### src/rtl/sparsity_pkg.sv
// Shared types for the sparsity blocks: handshake state encoding and vector geometry.
// Used by expand_input; no feature macros.
package sparsity_pkg;

  typedef enum logic [1:0] {
    ST_IDLE = 2'b00,
    ST_BUSY = 2'b01,
    ST_DONE = 2'b10
  } sp_state_t;

  localparam int VEC_LEN = 16;
  localparam int PTR_W   = 4;

endpackage

### src/rtl/expand_input_if.sv
// Bus between the compressed-storage side and the dense tile input: packed values, mask,
// IDLE/BUSY/DONE handshake and the reconstructed dense vector.
interface expand_input_if
  import sparsity_pkg::*;
#(
  parameter int W = 20
);

  logic [VEC_LEN-1:0][W-1:0] i_packed;
  logic [VEC_LEN-1:0]        i_mask;
  logic                      input_ready;
  logic                      output_taken;
  logic [VEC_LEN-1:0][W-1:0] o_im;
  logic [PTR_W:0]            o_count;
  logic [1:0]                state;

  modport master (
    output i_packed, i_mask, input_ready, output_taken,
    input  o_im, o_count, state
  );

  modport slave (
    input  i_packed, i_mask, input_ready, output_taken,
    output o_im, o_count, state
  );

endinterface

### src/rtl/mask_popcount16.sv
// Combinational population count of a 16-bit occupancy mask; result spans 0..16.
module mask_popcount16 (
  input  logic [15:0] mask_i,
  output logic [4:0]  count_o
);

  always_comb begin
    count_o = '0;
    for (int k = 0; k < 16; k++) begin
      count_o = count_o + {4'b0000, mask_i[k]};
    end
  end

endmodule

### src/rtl/expand_input.sv
// Scatters up to 16 packed values back to their dense positions, one position per BUSY cycle.
// EXPAND_EARLY_DONE_EN: leave BUSY once no set mask bits remain above the current position.
module expand_input
  import sparsity_pkg::*;
#(
  parameter int IL = 4,
  parameter int FL = 16
)(
  input  logic          clk,
  input  logic          reset,
  expand_input_if.slave bus
);

  localparam int W = IL + FL;

  sp_state_t                 state_q, state_d;
  logic [VEC_LEN-1:0][W-1:0] packed_q, packed_d;
  logic [VEC_LEN-1:0]        mask_q, mask_d;
  logic [VEC_LEN-1:0][W-1:0] o_im_q, o_im_d;
  logic [PTR_W:0]            o_count_q, o_count_d;
  logic [PTR_W-1:0]          o_ptr_q, o_ptr_d;
  logic [PTR_W:0]            i_ptr_q, i_ptr_d;

  logic [PTR_W:0]            mask_cnt;
  logic                      last_pos;

  mask_popcount16 u_popcount (
    .mask_i  (bus.i_mask),
    .count_o (mask_cnt)
  );

  // Decides whether the position being written this cycle is the final one.
`ifdef EXPAND_EARLY_DONE_EN
  logic [VEC_LEN-1:0] mask_above;

  always_comb begin
    mask_above = mask_q >> ({1'b0, o_ptr_q} + 5'd1);
    last_pos   = (o_ptr_q == PTR_W'(VEC_LEN - 1)) || (mask_above == '0);
  end
`else
  always_comb begin
    last_pos = (o_ptr_q == PTR_W'(VEC_LEN - 1));
  end
`endif

  always_ff @(posedge clk) begin
    if (!reset) begin
      state_q   <= ST_IDLE;
      packed_q  <= '0;
      mask_q    <= '0;
      o_im_q    <= '0;
      o_count_q <= '0;
      o_ptr_q   <= '0;
      i_ptr_q   <= '0;
    end else begin
      state_q   <= state_d;
      packed_q  <= packed_d;
      mask_q    <= mask_d;
      o_im_q    <= o_im_d;
      o_count_q <= o_count_d;
      o_ptr_q   <= o_ptr_d;
      i_ptr_q   <= i_ptr_d;
    end
  end

  always_comb begin
    state_d   = state_q;
    packed_d  = packed_q;
    mask_d    = mask_q;
    o_im_d    = o_im_q;
    o_count_d = o_count_q;
    o_ptr_d   = o_ptr_q;
    i_ptr_d   = i_ptr_q;

    case (state_q)
      ST_IDLE: begin
        if (bus.input_ready) begin
          packed_d  = bus.i_packed;
          mask_d    = bus.i_mask;
          o_im_d    = '0;
          o_count_d = mask_cnt;
          o_ptr_d   = '0;
          i_ptr_d   = '0;
          state_d   = ST_BUSY;
        end
      end

      ST_BUSY: begin
        // Unset positions keep the zero written at accept; i_ptr never passes 16.
        if (mask_q[o_ptr_q]) begin
          o_im_d[o_ptr_q] = packed_q[i_ptr_q[PTR_W-1:0]];
          if (i_ptr_q != 5'(VEC_LEN)) begin
            i_ptr_d = i_ptr_q + 5'd1;
          end
        end
        o_ptr_d = o_ptr_q + 4'd1;
        if (last_pos) begin
          state_d = ST_DONE;
        end
      end

      ST_DONE: begin
        if (bus.output_taken) begin
          state_d = ST_IDLE;
        end
      end

      default: begin
        state_d = ST_IDLE;
      end
    endcase
  end

  assign bus.o_im    = o_im_q;
  assign bus.o_count = o_count_q;
  assign bus.state   = state_q;

endmodule

### src/flat_wrapper.sv
// flat-port wrapper written by rule: the top's interface ports become plain ports
module expand_input_flat import sparsity_pkg::*;
#(
  parameter int IL = 4,
  parameter int FL = 16
)
  (clk, reset, bus_i_packed, bus_i_mask, bus_input_ready, bus_output_taken, bus_o_im, bus_o_count, bus_state);
  expand_input_if #(.W((IL + FL))) bus_i ();
  input  logic clk;
  input  logic reset;
  input wire logic [$bits(bus_i.i_packed)-1:0] bus_i_packed;
  input wire logic [$bits(bus_i.i_mask)-1:0] bus_i_mask;
  input wire logic [$bits(bus_i.input_ready)-1:0] bus_input_ready;
  input wire logic [$bits(bus_i.output_taken)-1:0] bus_output_taken;
  output wire logic [$bits(bus_i.o_im)-1:0] bus_o_im;
  output wire logic [$bits(bus_i.o_count)-1:0] bus_o_count;
  output wire logic [$bits(bus_i.state)-1:0] bus_state;
  assign bus_i.i_packed = bus_i_packed;
  assign bus_i.i_mask = bus_i_mask;
  assign bus_i.input_ready = bus_input_ready;
  assign bus_i.output_taken = bus_output_taken;
  assign bus_o_im = bus_i.o_im;
  assign bus_o_count = bus_i.o_count;
  assign bus_state = bus_i.state;
  expand_input #(.IL(IL), .FL(FL)) u_core (.clk(clk), .reset(reset), .bus(bus_i));
endmodule
### config.mk
export PLATFORM = sky130hd
export DESIGN_NAME = expand_input_flat
export DESIGN_NICKNAME = d
export VERILOG_FILES = /design/src/rtl/sparsity_pkg.sv /design/src/rtl/expand_input_if.sv /design/src/rtl/mask_popcount16.sv /design/src/rtl/expand_input.sv /design/src/flat_wrapper.sv
export SDC_FILE = /design/constraint.sdc
export NUM_CORES = 1
export LEC_CHECK = 0
export CELL_PAD_IN_SITES_DETAIL_PLACEMENT = 2
export CELL_PAD_IN_SITES_GLOBAL_PLACEMENT = 2
export CORE_UTILIZATION = 33
export CTS_BUF_LIST = sky130_fd_sc_hd__clkbuf_4 sky130_fd_sc_hd__clkbuf_8 sky130_fd_sc_hd__clkbuf_16
export DETAILED_ROUTE_END_ITERATION = 6
export GPL_TIMING_DRIVEN = 1
export PLACE_DENSITY_LB_ADDON = 0.25
export SYNTH_ARGS = -nofsm -noshare
export SYNTH_HDL_FRONTEND = slang
export SYNTH_SLANG_ARGS = --single-unit
### constraint.sdc
create_clock -name clk -period 5.68 [get_ports clk]
set_input_delay 0.568 -clock clk [delete_from_list [all_inputs] [get_ports clk]]
set_output_delay 0.568 -clock clk [all_outputs]
set_load 0.005 [all_outputs]
After elaboration in Yosys (flattened, before gate mapping):

Index checks and enable logic that the tools add are counted.

* add/subtract/negate cells: 17
* multipliers: 0
* divide/modulo/power cells: 0
* order comparisons: 3
* equal/unequal tests: 9
* shifts and indexed selects: 0
* muxes and demuxes: 20
* bitwise gates (word level): 0
* reduce and logical (&&, ||, !) cells: 8

Operators with widths (number)
* $mux 320: 2
* $pmux 320 s2: 1
* $bwmux 320: 1
* $bmux 20 s4: 1
* $demux 20 s4: 1
* $add 5x1->5: 11
* $mux 20: 2
* $mux 5: 3
* $lt 4x5->1 const B: 2
* $pmux 5 s2: 1
* $pmux 4 s2: 1
* $mux 2: 3
* $ne 2x1->1 const B: 3
* $pmux 2 s3: 1
* $reduce_and 3->1: 2
* $add 4x1->5: 1
* $add 5x1->5 const B: 1
* $ne 5x5->1 const B: 1
* $add 3x1->4: 1
* $add 4x1->4 const B: 1
* $bmux 1 s4: 1
* $eq 4x4->1 const B: 1
* $ge 4x1->1 const B: 1
* $mux 4: 1
* other kinds (11): 13

* flip-flop bits (word level): 672
* bits in latches: 0
* bits in writable memories: 0
* memory bits (read-only): 0
* input bits: 340
* memories kept: 0

Depth between registers and ports, before layout:

* depth after elaboration: 15
* mapped depth: 14
* gate-level depth less buffers: 14

Modules after synthesis:

Synthesis repeated with hierarchy kept, for this count alone.

* cells, all modules: 2534
* area total of the unflattened synthesis: 26017.5 um^2

By module, submodules not included
* expand_input: times used 1, cells each 2487, area each 25609.6 um^2, sequential area each 13452.9 um^2
* mask_popcount16: times used 1, cells each 47, area each 407.9 um^2, sequential area each 0.0 um^2

Worst setup path before layout:

Ideal clock, no wire load.

* path type: input port to flip-flop
* from: input bus_i_mask[11]
* to: register u_core.o_count_q[3] (netlist: u_core.bus.o_count[3])
* setup time: 0.115 ns
* arrival time: 3.514 ns
* required time: 5.565 ns
* path slack: 2.051 ns
* cell stages on the path: 12
* cell sequence: inv_1 fa_1 fa_1 fa_1 fa_1 inv_1 ha_1 a21o_1 a21oi_1 xor2_1 o21ai_0 and2_1

* word-level cells in the longest chain between the ends: 5

Ends and longest elaborated chain
* start: declaration: line flat_wrapper.sv:12 `input wire logic [$bits(bus_i.i_mask)-1:0] bus_i_mask;`
* $add 5x1->5 (5 in series): line mask_popcount16.sv:10 `count_o = count_o + {4'b0000, mask_i[k]};`
* end signal: assignment: line expand_input.sv:60 `o_count_q <= o_count_d;`
* end: declaration: line expand_input.sv:20 `logic [PTR_W:0] o_count_q, o_count_d;`

Every way passes these cells.
A chain may end at the register's enable or synchronous reset.

Worst setup path after layout:

Ends and elaborated chain as after synthesis.

==> metrics.md <==
| Metric | Value |
|---|---|
| Status | `finished clean` |
| Maximum capacitance violations | `0` |
| Cells along the critical path | `clkdlybuf4s50_1 -> inv_1 -> fa_1 -> fa_1 -> fa_1 -> fa_1 -> inv_1 -> ha_1 -> a21o_1 -> a21oi_1 -> xor2_1 -> o21ai_0 -> and2_1` |
| DRT Pass-1 Iters | `5` |
| Routed Antenna Nets | `0` |
| Die Width | `310 µm` |
| Hold path startpoint | `reset` |
| Power Density | `289 nW/µm²` |
| Layout cells sized above 1 | `9.73%` |
| Port Buf Inserts | `666` |
| Post-synth EDFFs | `0` |
| Worst clock skew | `0.0370 ns` |
| Hold bufs inserted after CTS | `0` |
| Drt initial violations | `1652` |
| Hold Slack | `0.418 ns` |
| Slew Limit Headroom | `10.6%` |
| Placed wire-length estimate | `96900 µm` |
| Final Setup Violations | `0` |
| Hold endpoint | `u_core.bus.o_im[239]$_SDFFE_PN0P_` |
| Post-Synthesis Cells | `3453` |
| FMAX | `266 MHz` |
| Slowest stage delay, CP | `0.57 ns` |
| Worst-path clk slew | `0.06 ns` |
| Flops & latches, synth | `672` |
| FP Rows | `112` |
| Io pins | `667` |
| Yosys cell types | `49` |
| Remaining Overflow, GRT | `0` |
| Final worst setup slack | `1.92 ns` |
| Critical Path RT | `6.21 ns` |
| Largest net degree at the start of global routing | `211` |
| Clk sinks | `672` |
| Worst Tran Pin Value | `1.34 ns` |
| TritonCTS Buffers | `81` |
| Post-CTS sizing | `0` |
| CTS tree | `yes` |
| Die H | `310 µm` |
| Critical path capture point type | `flop` |
| Post-DP Area | `38600 µm²` |
| HP Class | `primary input to flop` |
| DR DRC count | `0` |
| First-pass GRT wire length | `203000 µm` |
| Crit Path Max Fanout | `2` |
| CORE AREA | `93700 µm²` |
| R2r startpoint | `u_core.i_ptr_q[1]$_SDFFE_PN0P_` |
| WS Path Type | `primary input to flop` |
| Post-synthesis sequential area ratio | `42.9%` |
| Die footprint | `96200 µm²` |
| Max-slew violation count | `0` |
| Mapped Area | `31300 µm²` |
| # nets final | `4299` |
| Average cell area after synthesis | `9.07 µm²` |
| Drt total wl | `141000 µm` |
| Setup repair bufs after CTS | `0` |
| Vias in the first global route | `30565` |
| Final Hold Fails | `0` |
| Latest clock arrival within the worst-skew pair | `0.65 ns` |
| Hold depth | `3` |
| Finished layout cell area | `41400 µm²` |
| Total leakage power | `14.3 nW` |
| Total number of vias | `28381` |
| Initial core utilization | `33.4%` |
| Pre-CTS setup slack | `1.31 ns` |
| Async set-reset flop share out of synthesis | `0%` |
| FF-to-FF End | `u_core.bus.o_im[99]$_SDFFE_PN0P_` |
| Synth Warn # | `0` |
| Syn nets | `3814` |
| Critical Path Slowest Stage Cell | `fa_1` |
| Clock buffer depth | `3` |
| CP Data Arrival Time | `4.29 ns` |
| CTS root buf | `clkbuf_16` |
| Top_reg_cell synth | `dfxtp_1` |
| Initial antenna violation count | `17` |
| Vias per cell | `5.39` |
| Critical Path Start Type | `primary input` |
| GRT Total Usage | `28.4%` |
| VDD IR max | `0.000205 V` |
| Area grow syn2layout | `32.2%` |
| # H-tree levels | `3` |
| RD Place Congestion | `0.790` |
| Crit-path most repeated cell | `fa_1` |
| RSZ-0062 raised after global routing | `no` |
| Setup_tns | `0 ns` |
| Routed length per instance | `26.7 µm` |
| Final worst path period share | `66.2%` |
| FF-to-FF path depth | `6` |
| Worst R2R Setup Slack | `2.27 ns` |
| Min cycle time layout | `3.76 ns` |
## stage by stage
| stage | util [%] | total power (W) | std cells |
|---|---|---|---|
| after CTS | 44.1 | 0.0121 | 5254 |
| after detailed placement | 41.2 | 0.00660 | 5109 |
| after floorplan | - | 0.00587 | 3453 |
| after global placement | 41.2 | 0.00656 | 5109 |
| final | 44.2 | 0.0120 | 5270 |
| after global routing | 44.2 | 0.0124 | 5267 |
## final cells by class
cell class                      instances  area [µm²]
Fill cell                           10032       52300
Antenna cell                           16        40.0
Clock inverter                         22         265
Tap cell                             1254        1570
Sequential cell                       672       13500
Multi-Input combinational cell       2420       16200
Timing Repair Buffer                  733        7220
Inverter                               30         113
Clock buffer                          123        2520
## cell families (layout without fill, tap and decap cells)
family                     Yosys count  after routing  synth area share, %
buffers and inverters              361            908                 5.87
xor gates and xnor gates             2              2               0.0559
other                                0             16                    0
adders and majority gates           21             21                 1.08
muxes                              493            493                 16.1
DFF                                672            672                 42.9
and+or+nand+nor                   1132           1132                 14.2
AOI/OAI and AO/OA                  772            772                 19.8
## registers in the layout (all words and copies together), names as in the netlist
register and cells:
u_core.mask_q 16, u_core.packed_q 320, u_core.i_ptr_q 5, u_core.bus.state 2, u_core.o_ptr_q 4, u_core.bus.o_count 5
u_core.bus.o_im 320
## layout by cell type (no fill, tap or decap), types with 11 or more instances in the layout
master / instances
inv_1: 30
nand2_1: 1026
clkdlybuf4s50_1: 665
ha_1: 11
dfxtp_1: 670
clkbuf_8: 20
a221oi_4: 17
nor2_2: 45
clkbuf_4: 19
nor2_1: 13
buf_4: 63
a22o_1: 21
clkbuf_16: 84
a21boi_0: 342
clkinv_2: 11
a22oi_1: 323
o22ai_1: 40
o31ai_4: 11
mux2_2: 81
diode_2: 16
mux2i_1: 410
## worst max path at each step
stage                               from  slack [ns]                                 end  depth (start not counted)
after floorplan           bus_i_mask[11]        2.05  u_core.bus.o_count[3]$_SDFFE_PN0P_                         12
after global placement    bus_i_mask[11]        1.38  u_core.bus.o_count[2]$_SDFFE_PN0P_                         13
after detailed placement  bus_i_mask[11]        1.31  u_core.bus.o_count[3]$_SDFFE_PN0P_                         13
after CTS                 bus_i_mask[11]        1.93  u_core.bus.o_count[3]$_SDFFE_PN0P_                         13
after global routing       bus_i_mask[5]        1.74  u_core.bus.o_count[3]$_SDFFE_PN0P_                         13
final                     bus_i_mask[11]        1.92  u_core.bus.o_count[3]$_SDFFE_PN0P_                         13
## metal layers
layer  global-route usage, %  share of wire (%)  vias up
met4                    12.1                3.3        2
met2                    49.2                 50      883
met5                       0              0.014        -
met1                    34.3                 41    14361
met3                    5.40                5.6      242
li1                        -                  -    12893
## critical path, delay by kind of cell
family / cells / cell delay, ns
compound gates: 3 / 0.43
xor+xnor: 1 / 0.17
fa+ha+maj: 5 / 2.29
buf+inv: 3 / 0.61
simple gates: 1 / 0.19
## cell usage after synthesis (3+ instances only)
master | instances | area, µm²
a21boi_0 | 342 | 2570
a21oi_1 | 3 | 15.0
a221oi_4 | 17 | 447
a22o_1 | 21 | 184
a22oi_1 | 323 | 2420
and2_1 | 4 | 25.0
buf_2 | 38 | 190
buf_4 | 62 | 465
buf_6 | 27 | 304
clkbuf_1 | 204 | 766
dfxtp_1 | 672 | 13500
fa_1 | 10 | 200
ha_1 | 11 | 138
inv_1 | 30 | 113
mux2_2 | 81 | 912
mux2i_1 | 410 | 4100
nand2_1 | 1026 | 3850
nand2b_1 | 4 | 25.0
nand3_1 | 10 | 50.1
nand4_1 | 4 | 25.0
nor2_1 | 40 | 150
nor2_2 | 20 | 125
nor2b_1 | 10 | 62.6
nor3b_1 | 3 | 22.5
o21ai_1 | 5 | 25.0
o22ai_1 | 40 | 250
o31ai_2 | 4 | 50.1
o31ai_4 | 7 | 149
## power breakdown
part	internal (W)	switching (W)	leakage, nW
clock network	0.00326	0.00222	1.41
registers	0.00486	0.0000869	5.46
logic	0.000604	0.000953	7.43
(Power assumes the default switching activity.)
